==> config.mk <==
export PLATFORM = sky130hd
export DESIGN_NAME = sync_fifo_wm_flat
export DESIGN_NICKNAME = d
export VERILOG_FILES = /design/src/rtl/fifo_pkg.sv /design/src/rtl/sync_fifo_wm_if.sv /design/src/rtl/sync_fifo_ram.sv /design/src/rtl/sync_fifo_wm.sv /design/src/flat_wrapper.sv
export SDC_FILE = /design/constraint.sdc
export NUM_CORES = 1
export LEC_CHECK = 0
export CAP_MARGIN = 20
export CORE_ASPECT_RATIO = 0.9
export CORE_MARGIN = 8
export CORE_UTILIZATION = 53
export CTS_CLUSTER_SIZE = 20
export DETAILED_ROUTE_END_ITERATION = 8
export PLACE_DENSITY_LB_ADDON = 0.15
export SYNTH_ARGS = -nofsm -noshare
export SYNTH_HDL_FRONTEND = slang
export SYNTH_SLANG_ARGS = --single-unit
==> constraint.sdc <==
create_clock -name clk -period 5.02 [get_ports clk]
set_input_delay 0.502 -clock clk [delete_from_list [all_inputs] [get_ports clk]]
set_output_delay 0.502 -clock clk [all_outputs]
set_load 0.05 [all_outputs]
==> src/rtl/fifo_pkg.sv <==
// Shared definitions for the synchronous FIFO family: pointer-width helper,
// read-mode encoding and legal depth range.
package fifo_pkg;

   typedef enum logic {
      FIFO_REG  = 1'b0,
      FIFO_FWFT = 1'b1
   } fifo_mode_e;

   localparam int FIFO_DP_MIN = 2;
   localparam int FIFO_DP_MAX = 256;

   function automatic int fifo_aw(input int dp);
      return (dp <= 2) ? 1 : $clog2(dp);
   endfunction

endpackage

==> src/rtl/sync_fifo_wm_if.sv <==
// Write/read handshake bundle between a FIFO (slave) and its user (master).
interface sync_fifo_wm_if #(
   parameter int WD = 8
) ();

   logic          wr_en;
   logic [WD-1:0] wr_data;
   logic          rd_en;
   logic [WD-1:0] rd_data;
   logic          rd_valid;
   logic          full;
   logic          empty;

   modport master (
      output wr_en, wr_data, rd_en,
      input  rd_data, rd_valid, full, empty
   );

   modport slave (
      input  wr_en, wr_data, rd_en,
      output rd_data, rd_valid, full, empty
   );

endinterface

==> src/rtl/sync_fifo_ram.sv <==
// DP x WD storage with a clocked write port and an asynchronous read port,
// kept separate so a foundry macro can replace it.
module sync_fifo_ram #(
   parameter int WD = 8,
   parameter int DP = 4,
   parameter int AW = 2
) (
   input  logic          clk,
   input  logic          we,
   input  logic [AW-1:0] waddr,
   input  logic [WD-1:0] wdata,
   input  logic [AW-1:0] raddr,
   output logic [WD-1:0] rdata
);

   logic [WD-1:0] mem [DP];

   always_ff @(posedge clk) begin
      if (we) begin
         mem[waddr] <= wdata;
      end
   end

   assign rdata = mem[raddr];

endmodule

==> src/rtl/sync_fifo_wm.sv <==
// Synchronous FIFO with occupancy, programmable watermarks, show-ahead or
// registered read data, synchronous flush and sticky overflow/underflow flags.
module sync_fifo_wm
   import fifo_pkg::*;
#(
   parameter int WD   = 8,
   parameter int DP   = 4,
   parameter int FWFT = 1,
   parameter int AW   = fifo_aw(DP)
) (
   input  logic          clk,
   input  logic          reset_n,
   input  logic          flush,
   sync_fifo_wm_if.slave bus,
   input  logic [AW:0]   afull_th,
   input  logic [AW:0]   aempty_th,
   output logic          afull,
   output logic          aempty,
   output logic [AW:0]   occupancy,
   output logic          err_ovf,
   output logic          err_udf,
   input  logic          err_clr
);

   localparam fifo_mode_e  MODE = (FWFT != 0) ? FIFO_FWFT : FIFO_REG;
   localparam logic [AW:0] DP_W = (AW+1)'(DP);

   if ((DP < FIFO_DP_MIN) || (DP > FIFO_DP_MAX) || ((DP & (DP - 1)) != 0) ||
       (AW != fifo_aw(DP))) begin : g_bad_dp
      $error("sync_fifo_wm: DP must be a power of 2 in 2..256 and AW left at its default");
   end

   logic [AW-1:0] wr_ptr_q;
   logic [AW-1:0] rd_ptr_q;
   logic [AW:0]   occ_q;
   logic          ovf_q;
   logic          udf_q;
   logic          empty_w;
   logic          full_w;
   logic          rd_ok;
   logic          wr_ok;
   logic          ram_we;
   logic [WD-1:0] ram_rdata;

   // Acceptance is decided purely from registered occupancy, so no flag
   // depends combinationally on wr_en/rd_en.
   assign empty_w = (occ_q == '0);
   assign full_w  = (occ_q == DP_W);
   assign rd_ok   = bus.rd_en & ~empty_w;
   assign wr_ok   = bus.wr_en & (~full_w | rd_ok);
   assign ram_we  = wr_ok & reset_n & ~flush;

   sync_fifo_ram #(
      .WD (WD),
      .DP (DP),
      .AW (AW)
   ) u_ram (
      .clk   (clk),
      .we    (ram_we),
      .waddr (wr_ptr_q),
      .wdata (bus.wr_data),
      .raddr (rd_ptr_q),
      .rdata (ram_rdata)
   );

   always_ff @(posedge clk) begin
      if (!reset_n) begin
         wr_ptr_q <= '0;
         rd_ptr_q <= '0;
         occ_q    <= '0;
         ovf_q    <= 1'b0;
         udf_q    <= 1'b0;
      end else if (flush) begin
         wr_ptr_q <= '0;
         rd_ptr_q <= '0;
         occ_q    <= '0;
      end else begin
         wr_ptr_q <= wr_ptr_q + AW'(wr_ok);
         rd_ptr_q <= rd_ptr_q + AW'(rd_ok);
         occ_q    <= occ_q + (AW+1)'(wr_ok) - (AW+1)'(rd_ok);
         ovf_q    <= (bus.wr_en & ~wr_ok) | (ovf_q & ~err_clr);
         udf_q    <= (bus.rd_en & ~rd_ok) | (udf_q & ~err_clr);
      end
   end

   assign occupancy = occ_q;
   assign bus.empty = empty_w;
   assign bus.full  = full_w;
   assign afull     = (occ_q >= afull_th);
   assign aempty    = (occ_q <= aempty_th);
   assign err_ovf   = ovf_q;
   assign err_udf   = udf_q;

   if (MODE == FIFO_FWFT) begin : g_fwft
      assign bus.rd_data  = ram_rdata;
      assign bus.rd_valid = ~empty_w;
   end else begin : g_reg
      logic [WD-1:0] rd_data_p1;
      logic          vld_p1;

      // Stage p1: registered read word, valid for exactly one cycle per read.
      always_ff @(posedge clk) begin
         if (!reset_n) begin
            rd_data_p1 <= '0;
            vld_p1     <= 1'b0;
         end else if (flush) begin
            vld_p1     <= 1'b0;
         end else begin
            vld_p1 <= rd_ok;
            if (rd_ok) begin
               rd_data_p1 <= ram_rdata;
            end
         end
      end

      assign bus.rd_data  = rd_data_p1;
      assign bus.rd_valid = vld_p1;
   end

endmodule
==> src/flat_wrapper.sv <==
// flat-port wrapper written by rule: the top's interface ports become plain ports
module sync_fifo_wm_flat import fifo_pkg::*;
#(
   parameter int WD   = 8,
   parameter int DP   = 4,
   parameter int FWFT = 1,
   parameter int AW   = fifo_aw(DP)
)
  (clk, reset_n, flush, afull_th, aempty_th, afull, aempty, occupancy, err_ovf, err_udf, err_clr, bus_wr_en, bus_wr_data, bus_rd_en, bus_rd_data, bus_rd_valid, bus_full, bus_empty);
  sync_fifo_wm_if #(.WD(WD)) bus_i ();
  input  logic clk;
  input  logic reset_n;
  input  logic flush;
  input  logic [AW:0] afull_th;
  input  logic [AW:0] aempty_th;
  output logic afull;
  output logic aempty;
  output logic [AW:0] occupancy;
  output logic err_ovf;
  output logic err_udf;
  input  logic err_clr;
  input wire logic [$bits(bus_i.wr_en)-1:0] bus_wr_en;
  input wire logic [$bits(bus_i.wr_data)-1:0] bus_wr_data;
  input wire logic [$bits(bus_i.rd_en)-1:0] bus_rd_en;
  output wire logic [$bits(bus_i.rd_data)-1:0] bus_rd_data;
  output wire logic [$bits(bus_i.rd_valid)-1:0] bus_rd_valid;
  output wire logic [$bits(bus_i.full)-1:0] bus_full;
  output wire logic [$bits(bus_i.empty)-1:0] bus_empty;
  assign bus_i.wr_en = bus_wr_en;
  assign bus_i.wr_data = bus_wr_data;
  assign bus_i.rd_en = bus_rd_en;
  assign bus_rd_data = bus_i.rd_data;
  assign bus_rd_valid = bus_i.rd_valid;
  assign bus_full = bus_i.full;
  assign bus_empty = bus_i.empty;
  sync_fifo_wm #(.WD(WD), .DP(DP), .FWFT(FWFT), .AW(AW)) u_core (.clk(clk), .reset_n(reset_n), .flush(flush), .bus(bus_i), .afull_th(afull_th), .aempty_th(aempty_th), .afull(afull), .aempty(aempty), .occupancy(occupancy), .err_ovf(err_ovf), .err_udf(err_udf), .err_clr(err_clr));
endmodule
==> metrics.cfg <==
[timing]
maxSlewHeadroom_pct=48.2
fin_crit_sh_pct=60.4
holdWs_ps=462
grt_setup_unrepaired=false
clock_skew_ps=1.82
tightest_slew_ps=775
slew_violations=0
hold_violations=0
max_freq_mhz=330
timing.setup.tns_ps=0
finalSetupViolCount=0
fin_crit_ps=3030

[synth]
synth_largest_area_cell=edfxtp_1
synth_top_area_share_pct=54.3
syn_avg_cell_area_sq_um=15.9
syn_area_sq_um=1770
synth_top_family_by_area=simple AND/OR/NAND/NOR gates
synth_cell_types=25
synth_xor_area_share_pct=1.98
yosys.area_share.simple_pct=10.8
synth_nets=142
synth.area.mux_share_pct=10.2
synth_compound_area_share_pct=1.27
synth_fa_ha_area_share_pct=8.20
ys_ff_latch=41
synthTopCellsByArea=edfxtp_1, dfxtp_1, mux4_2
syn_inst=111
synth_seq_area_share_pct=64.5
ys_warn_count=0

[clocking]
cts_tree=done
clkLatencyLatePin_ps=290
cts.sink_count=41
clk_pin_slew_ps=70
h-tree-depth=2
hold_buffers=0
postCtsSetupBuffers=0
cts_buffer_depth=2
post_cts_resize_count=0
numCtsBuffers=5
clock_tree.root_cell=clkbuf_8

[routing]
vias_per_cell=5.02
ant_nets=0
drcViolationCount=0
drt-total-wl_mm=3.12
routed-via-count=1010
post_drt_wl_per_cell_microns=15.5
drt_pass1_iterations=4
drt-initial-drc-count=33

[cells_and_area]
diodes=0
drive_above_1_share_pct=13.4
nets=187
final_common_cell=clkdlybuf4s50_1
regArea_sq_um=1140
layout_common_cells=clkdlybuf4s50_1, edfxtp_1, inv_1, ha_1, dfxtp_1
fin_cells=201
final.fill_count=222
area_growth_pct=29.3
multi_input_area_sq_um=574

[global_routing]
grt-ovfl-total=0
met3_usage_pct=5.06
antenna_found_initial=0
grtUsageMet2_pct=21.7
grt_max_degree=14
grt.met1_usage_pct=12.9
grt_first_pass_wirelength_mm=5.20
grt_busiest_layer=met2
grt_pass1_vias=1083
grtUsageTotal_pct=12.5

[floorplan]
coreArea_sq_um=3280
rows=20
die_h_microns=70.8
initial_core_util_pct=54.0
io_pins=38
fp.dieArea_sq_um=5450
die-width_microns=76.9

[critical_path]
critPathSlowestCell=clkdlybuf4s50_1
max_stage_delay_ps=820
crit_path_end_kind=primary output
crit_fanout=2
rrSetupSlack_ps=2730
worstPathRequired_ps=4520
setup.worst_path.class=in2out
arrival_ps=2530
crit_path_cell_trace=clkdlybuf4s50_1, inv_1, ha_1, nor2b_1, o21a_1, o21ai_0, clkdlybuf4s50_1
critPathMostFrequentCell=clkdlybuf4s50_1
cp_top_family=buffers and inverters
crit_buf_inv=3
startpoint_type=primary input

[placed_design]
dp_cells=193
place.port_buffers=37
dp_hpwl_mm=2.39
place_congestion=0.738

[outcome]
status=completed

[power_and_ir_drop]
power_density_nw_per_um2=333
leakage_nw=0.839
peakVddDrop_uv=204

[job]
cap_viol_max_count=0

[min_path]
hold_class=reg2reg

layout make-up:
class | count | share of cell area (%)
Clock inverter | 3 | 0.766
Multi-Input combinational cell | 58 | 25.1
Clock buffer | 5 | 3.01
Sequential cell | 41 | 49.9
Inverter | 10 | 1.64
Timing Repair Buffer | 40 | 17.2
Tap cell | 44 | 2.41
worst paths after layout:
kind	startpoint	end	cells after the start
worst max-delay path	aempty_th[1]	aempty	7
worst min-delay path	u_core.err_udf	u_core.err_udf	2
worst min register to register	u_core.err_udf	u_core.err_udf	2
worst max register to register	u_core.occupancy[2]	u_core.occupancy[2]	9
power by group:
part / internal [mW] / switching [mW]
Clock: 0.0958 / 0.106
Sequential: 0.374 / 0.0106
Combinational: 0.0723 / 0.103
per-stage QoR:
step                setup WS [ps]  instance area, sq um  utilization (%)  total power [mW]
global placement             2010                  2190             66.9             0.564
CTS                          1980                  2290             69.8             0.769
global route                 1930                  2290             69.8             0.794
floorplan                    1640                  1770                -             0.506
finish                       1990                  2290             69.8             0.761
detailed placement           1990                  2200             67.1             0.570
layer usage:
| layer | up-vias | part of all wire (%) |
|---|---|---|
| li1 | 496 | - |
| met3 | 5 | 4.6 |
| met4 | 0 | 2.0 |
| met1 | 489 | 41 |
| met5 | - | 0 |
| met2 | 20 | 52 |
registers in the layout (all words and copies together) (netlist names):
signal            cells
u_core.wr_ptr_q       2
u_core.occupancy      3
u_core.err_ovf        1
u_core.rd_ptr_q       2
u_core.u_ram.mem     32
u_core.err_udf        1
cells by family after synthesis:
| logic type | Yosys count |
|---|---|
| buffers and inverters | 12 |
| AOI/OAI and AO/OA | 4 |
| and+or+nand+nor | 31 |
| muxes | 8 |
| DFF | 41 |
| xor gates and xnor gates | 4 |
| adders and majority gates | 11 |
cells in the mapped netlist:
master    count
dfxtp_1       9
buf_6         1
nor2b_1       2
nand3b_4      1
nor4b_2       1
nor3_1        2
and2b_2       1
buf_2         1
nor2_1        6
and2_1        4
nand2b_1      2
o21a_1        1
edfxtp_1     32
xnor2_1       4
nand3_1       5
and2b_1       1
nand2_1       3
and3_1        1
nor3b_1       2
a21oi_1       1
mux4_2        8
fa_1          1
inv_1        10
o21ai_0       2
ha_1         10
worst reg2reg max path, cell delays in order (launching register included):
cell     delay, ps
dfxtp_1        380
nor3_1         390
nor2b_1        130
ha_1           290
inv_1           40
ha_1           200
fa_1           380
xnor2_1        180
xnor2_1        130
nor2_1          50
No activity file was read; power rests on OpenSTA's default activity.
